<file path="src/rtl/cpu_types_pkg.sv">
// CPU-wide type definitions shared by the pipeline stages.
package cpu_types_pkg;

  // Native datapath width of the core.
  localparam int CPU_WORD_W = 32;

  typedef logic [CPU_WORD_W-1:0] word_t;

endpackage

</file>
<file path="src/rtl/diaosi_types_pkg.sv">
// Types local to the MEM-stage request controller.
package diaosi_types_pkg;

  // Request lifecycle: launch from IDLE, wait for the cache in BUSY,
  // then hold the result in DONE until the pipeline advances.
  typedef enum logic [1:0] {
    IDLE = 2'd0,
    BUSY = 2'd1,
    DONE = 2'd2
  } mem_state_t;

  // Default width of the wait-cycle counter.
  localparam int MEM_CNT_W = 8;

endpackage

</file>
<file path="src/rtl/mem_req_ctrl.sv">
// MEM-stage data-cache request controller.
// Latches a load/store from ex_mem, holds the cache request until dhit,
// captures load data, and gates the mem_wb latch via wb_en. The DONE
// state keeps a frozen ex_mem instruction from re-issuing.
module mem_req_ctrl
  import diaosi_types_pkg::*;
#(
  parameter int WORD_W = cpu_types_pkg::CPU_WORD_W,
  parameter int CNT_W  = diaosi_types_pkg::MEM_CNT_W
) (
  input  logic              CLK,
  input  logic              nRST,
  input  logic              mem_valid,
  input  logic              mem_ren,
  input  logic              mem_wen,
  input  logic [WORD_W-1:0] mem_addr,
  input  logic [WORD_W-1:0] mem_store,
  input  logic              flush,
  input  logic              advance,
  input  logic              dhit,
  input  logic [WORD_W-1:0] dmemload,
  output logic              dmemREN,
  output logic              dmemWEN,
  output logic [WORD_W-1:0] dmemaddr,
  output logic [WORD_W-1:0] dmemstore,
  output logic [WORD_W-1:0] load_data,
  output logic              mem_stall,
  output logic              wb_en,
  output logic [CNT_W-1:0]  wait_cnt
);

  mem_state_t        state_q;
  logic              ren_q, wen_q;
  logic [WORD_W-1:0] addr_q, store_q, load_q;
  logic [CNT_W-1:0]  cnt_q, cnt_d;
  logic              req;

  // A flushed instruction never becomes a request.
  assign req = mem_valid & (mem_ren | mem_wen) & ~flush;

  // Saturating increment of the wait counter; sticks at all-ones.
  always_comb begin
    cnt_d = cnt_q;
    if (cnt_q != {CNT_W{1'b1}})
      cnt_d = cnt_q + CNT_W'(1);
  end

  // Request FSM with registered cache strobes and latched operands.
  always_ff @(posedge CLK or negedge nRST) begin
    if (!nRST) begin
      state_q <= IDLE;
      ren_q   <= 1'b0;
      wen_q   <= 1'b0;
      addr_q  <= '0;
      store_q <= '0;
      load_q  <= '0;
      cnt_q   <= '0;
    end else begin
      case (state_q)
        IDLE: begin
          if (req) begin
            addr_q  <= mem_addr;
            store_q <= mem_store;
            // Both flags set is treated as a store, so the strobes stay exclusive.
            wen_q   <= mem_wen;
            ren_q   <= mem_ren & ~mem_wen;
            cnt_q   <= '0;
            state_q <= BUSY;
          end
        end
        BUSY: begin
          // The cache cannot abort, so flush is ignored until dhit.
          cnt_q <= cnt_d;
          if (dhit) begin
            if (ren_q)
              load_q <= dmemload;
            ren_q   <= 1'b0;
            wen_q   <= 1'b0;
            state_q <= DONE;
          end
        end
        DONE: begin
          // Leave only once the pipeline moves the instruction on.
          if (advance)
            state_q <= IDLE;
        end
        default: state_q <= IDLE;
      endcase
    end
  end

  // Stall and writeback-enable decode; forced low while reset is held.
  always_comb begin
    mem_stall = 1'b0;
    wb_en     = 1'b0;
    if (nRST) begin
      case (state_q)
        IDLE: begin
          mem_stall = req;
          wb_en     = advance & ~req;
        end
        BUSY: begin
          mem_stall = 1'b1;
          wb_en     = 1'b0;
        end
        DONE: begin
          mem_stall = 1'b0;
          wb_en     = advance;
        end
        default: begin
          mem_stall = 1'b0;
          wb_en     = 1'b0;
        end
      endcase
    end
  end

  assign dmemREN   = ren_q;
  assign dmemWEN   = wen_q;
  assign dmemaddr  = addr_q;
  assign dmemstore = store_q;
  assign load_data = load_q;
  assign wait_cnt  = cnt_q;

  // The cache must never see a simultaneous read and write strobe.
  strobe_excl_a: assert property (@(posedge CLK) disable iff (!nRST)
    !(ren_q && wen_q));

endmodule

</file>
<file path="config.mk">
export PLATFORM = sky130hd
export DESIGN_NAME = mem_req_ctrl
export DESIGN_NICKNAME = d
export VERILOG_FILES = /design/src/rtl/cpu_types_pkg.sv /design/src/rtl/diaosi_types_pkg.sv /design/src/rtl/mem_req_ctrl.sv
export SDC_FILE = /design/constraint.sdc
export NUM_CORES = 1
export LEC_CHECK = 0
export BUFFER_PORTS_ARGS = -buffer_cell sky130_fd_sc_hd__buf_2
export CAP_MARGIN = 20
export CORE_UTILIZATION = 46
export DETAILED_ROUTE_END_ITERATION = 16
export PLACE_DENSITY = 0.8
export REMOVE_ABC_BUFFERS = 1
export SYNTH_ARGS = -nofsm -noshare
export SYNTH_HDL_FRONTEND = slang
export SYNTH_SLANG_ARGS = --single-unit
</file>
<file path="constraint.sdc">
create_clock -name CLK -period 1.7 [get_ports CLK]
set_input_delay 0.34 -clock CLK [delete_from_list [all_inputs] [get_ports CLK]]
set_output_delay 0.34 -clock CLK [all_outputs]
set_load 0.01 [all_outputs]
</file>
After elaboration in Yosys (flattened, before gate mapping)
Index checks and enable logic that the tools add are counted.

operators by class
  bitwise gates (word level) = 8
  $add $sub $neg = 1
  reduce and logical (&&, ||, !) cells = 7
  muxes and demuxes = 16
  equal/unequal tests = 7

operators with widths
  kind                   number
  $mux W8                2
  $pmux W8 S2            1
  $reduce_and A3 Y1      4
  $add A8 B1 Y8 const B  1
  $ne A2 B2 Y1 const B   4
  $ne A8 B8 Y1 const B   1
  $pmux W1 S2            4
  $mux W2                3
  $pmux W2 S3            1
  $mux W1                5
  $and A1 B1 Y1          4
  $not A1 Y1             3
  $eq A2 B1 Y1 const B   1
  $eq A2 B2 Y1 const B   1
  $logic_not A2 Y1       1
  $reduce_and A2 Y1      1
  $reduce_bool A2 Y1     1
  $or A1 B1 Y1           1

storage, ports and cells
  word-level logic and storage cells = 46
  bits of input ports = 104
  flip-flop bits (word level) = 108
  output and inout bits = 108

Logic depth before layout (Yosys ltp)
  word-level depth = 7
  gate-level depth with buffers = 6
  gate-level depth less buffers = 5

Worst setup path after synthesis
Ideal clock, no wire load.

  path type = register to register
  start point = register cnt_q[0], in the netlist wait_cnt[0]
  end point = register cnt_q[3], in the netlist wait_cnt[3]
  buffers on the path = 0
  data required time = 1576 ps
  library setup time = 124 ps
  stages on the path, launching flop included = 6
  period minus slack after synthesis = 1428 ps
  setup slack = 272 ps
  arrival time = 1304 ps
  cells stage by stage = dfrtp_1 ha_1 nand3_1 o21ai_2 and2_1 a211o_1

between the ends
  longest elaborated chain between the ends = 3
  elaborated cells between the ends (all ways) = 6
  those cells by class = 1 x add/sub; 2 x eq/ne; 2 x mux; 1 x reduce/logical

ends and longest elaborated chain
  item                                              RTL line                                RTL
  from (decl)                                       mem_req_ctrl.sv:35                      logic [CNT_W-1:0] cnt_q, cnt_d;
  from (signal assigned)                            mem_req_ctrl.sv:73                      cnt_q <= cnt_d;
  $add A8 B1 Y8 or $ne A8 B8 Y1 (tied branches)     mem_req_ctrl.sv:45, mem_req_ctrl.sv:44
  $mux W8 or $ne A2 B2 Y1 (tied branches)           --
  $pmux W8 S2 or $reduce_and A3 Y1 (tied branches)  --

Several ways; a longest one is shown, not always the timed one. The select of a mux whose other input is x is not followed.
A chain may end at the register's enable or synchronous reset.

Worst setup path after layout
  start point = register state_q[1]
  end point = register cnt_q[3], in the netlist wait_cnt[3]

between the ends
  longest elaborated chain between the ends = 3
  elaborated cells between the ends (all ways) = 7
  those cells by class = 3 x eq/ne; 1 x mux; 3 x reduce/logical

ends and longest elaborated chain
  item                                                                 RTL line            RTL
  from (decl)                                                          mem_req_ctrl.sv:32  mem_state_t state_q;
  from (signal assigned)                                               mem_req_ctrl.sv:51  state_q <= IDLE;
  from (signal assigned)                                               mem_req_ctrl.sv:68  state_q <= BUSY;
  from (signal assigned)                                               mem_req_ctrl.sv:79  state_q <= DONE;
  $eq A2 B1 Y1 or $logic_not A2 Y1 (tied branches)                     mem_req_ctrl.sv:59  case (state_q)
  $ne A2 B2 Y1 (no source line) or $reduce_bool A2 Y1 (tied branches)  --
  $reduce_and A3 Y1 (no source line)                                   --

Several ways; a longest one is shown, not always the timed one.

==> metrics.txt <==
status=finished clean; Design Power=8.402 mW; Worst slew margin=0.6054; Worst R2R Start=state_q[1]; Unique masters post-synth=38; Worst Max-Slew Pin Slew=approximately 0.59 ns; internal power=5.502 mW; Data arrival, critical path=1.88 ns; switching share of total power=0.3451; Post-Place Cell Area=5599 µm²; R2R Setup Slk=0.05 ns; Flop pwr share=0.480; Synth Flop Type=dfrtp_1; Fin Clk Skew=about 0.016 ns; clock share of power=0.169; CTS Buf Count=9; die footprint=slightly below 10000 µm²; DIE WIDTH=99.60 µm; pre-CTS WS=0.05661 ns; Gate power share=0.351; WL/cell=~14 µm; worst r2r dst=wait_cnt[3]; largest net degree at the start of global routing=roughly 110; Global Route Usage Sum=0.2207; Max Fclk=between 600 and 700 MHz; FF+latch count, synth=108; DR iter-0 viols=148; I/O Pins=roughly 210; Clock Latency Late Sink=0.36 ns; routed vias/inst=4.774; Ant. Diodes=0; Max Slew Vio Count=0; CP top delay family=flip-flops; # fillers=741; vias=3614; vias in the first global route=3664; R2R cell count=6; commonest non-fill, non-tap cells in the layout=buf_2, nand2_1, dfrtp_1; Layout Nets=728; Mapped Cells=between 400 and 500; share of synthesized registers carrying an async set or reset=1.000; row count=35; DRC=0; period utilization=0.9698; final worst slack=0.05142 ns; Required @ worst endpoint=1.93 ns; most used routing layer=met2; core box area=9240 µm²; Pleak=3.435 nW; first-pass GRT wire length=17.11 mm; Pre-antenna DRT Iters=4; EDFF count, synth=0; slowest CP cell=dfrtp_1; CP max stage delay=0.41 ns; Syn. warnings=0; Setup-failing EPs final=0; grt met2 use=0.3600; port buffer count=around 210; worst-path cell chain=buf_4, nor2b_2, buf_4, o21ai_2, and2_1, a211o_1; total net switching power=2.900 mW; fin crit period=about 1.6 ns; Min Hold Slack=0.04180 ns; mapped cell area=4382 µm²; final hold vios=0; DP Wirelength=7.561 mm; CTS tree=done; Syn Area/Cell=10.64 µm²; routability cong.=around 0.90; total negative setup slack=0 ns; Max rail drop VDD=0.6860 mV; grt ovf=0; DRT Wirelength=10.41 mm; clock buffer depth=2; kind of critical path=flip-flop to flip-flop; Layout Cell Area excl Fill=5787 µm²; Crit path top cell by count=buf_4; placed instance count=740; initial core utilization=0.4742; clock sinks=approximately 110; antenna viol nets, final=0; most common cell after layout, fill and taps aside=buf_2; Max-Cap Viols=0; CP Max Fanout=9; GR Util met3=0.05903; area delta synth->final=32.07%; HP Class=input port to async pin; endpoint class of the critical path=flip-flop; fin cells=~760; final core utilization=0.6263; CP bufs+invs=2; root buffer cell=clkbuf_8; hold buffer count at CTS=0; power per cell area=1452 nW/µm²; clk slew on worst S/H paths=0.11 ns; layout cells sized above 1=0.4315; met1 Track Usage GR=0.2825; initial antenna violation count=0; post-synthesis sequential area ratio=0.6168; Startpoint Class=flip-flop; H-tree Lvls=3; Chip Height=roughly 100 µm
## worst max path at each step
stage	from	to	slack, ns	depth (start not counted)
finish	state_q[1]	wait_cnt[3]	0.05	6
detailed placement	state_q[0]	wait_cnt[3]	0.06	5
global route	state_q[1]	wait_cnt[3]	-0.001	6
CTS	state_q[0]	wait_cnt[3]	0.002	5
global placement	mem_ren	wb_en	0.15	4
floorplan	mem_valid	wait_cnt[3]	-0.42	4
## cell usage after synthesis (2+ instances only)
cell | instances | share of area
a21o_1 | 2 | 0.0034
a21oi_1 | 3 | 0.0034
and3_1 | 2 | 0.0029
buf_1 | 2 | 0.0017
buf_2 | 7 | 0.0080
buf_6 | 3 | 0.0077
clkbuf_1 | 6 | 0.0051
dfrtp_1 | 108 | 0.62
inv_1 | 4 | 0.0034
mux2_2 | 2 | 0.0051
mux2_4 | 30 | 0.10
mux2i_1 | 2 | 0.0046
nand2_1 | 201 | 0.17
nand3_1 | 8 | 0.0091
nor2_1 | 3 | 0.0026
nor2b_1 | 2 | 0.0029
nor3b_1 | 2 | 0.0034
o211ai_1 | 3 | 0.0051
o21ai_0 | 3 | 0.0034
## power by group through the flow
stage | clock (mW) | sequential, mW | combinational, mW
3_5_place_dp | 0 | 4.06 | 2.98
3_3_place_gp | 0 | 4.01 | 2.90
4_1_cts | 1.47 | 4.03 | 2.98
2_1_floorplan | 0 | 4.47 | 1.10
5_1_grt | 1.60 | 4.15 | 3.25
6_report | 1.42 | 4.03 | 2.95
## layer usage
layer / routed length [µm] / vias up
met5: 0 / -
met1: 4416 / 1696
met3: 825 / 21
met4: 191 / 0
li1: - / 1731
met2: 4971 / 166
## state kept, by name (all words and copies together), names as in the netlist
register / flops
dmemWEN: 1
load_data: 32
dmemstore: 32
dmemREN: 1
wait_cnt: 8
state_q: 2
dmemaddr: 32
## cells by family (layout without fill, tap and decap cells)
kind of cell	Yosys count	in the layout	share of synthesized area
AO/OA/AOI/OAI	18	18	0.02856
adder cells (fa/ha/maj)	1	1	0.002855
buffers and inverters	23	239	0.02770
flip-flops	108	108	0.6168
AND/OR/NAND/NOR	228	228	0.2116
multiplexers	34	34	0.1125
## cell type report
cell class                 count  area (µm²)  share of cell area
multi-input combinational    281        1562              0.2698
inverter                       4       15.01            0.002595
clock buffer                  11       131.4             0.02270
timing repair buffer         219        1169              0.2019
sequential                   108        2703              0.4670
tap                          129       161.4             0.02789
clock inverter                 5       46.29            0.008000
## repair_timing
action                     4_1_cts  5_1_grt
hold endpoints to repair         0        0
resized for setup                0        1
buffers inserted                 0        1
setup endpoints to repair        0        2
## worst reg2reg max path, delay by kind of cell (launching register included)
kind / cells / cell delay, ns
buffers and inverters: 2 / 0.34
AOI/OAI and AO/OA: 2 / 0.40
and+or+nand+nor: 2 / 0.38
DFF: 1 / 0.41
No activity file was read; power rests on OpenSTA's default activity.
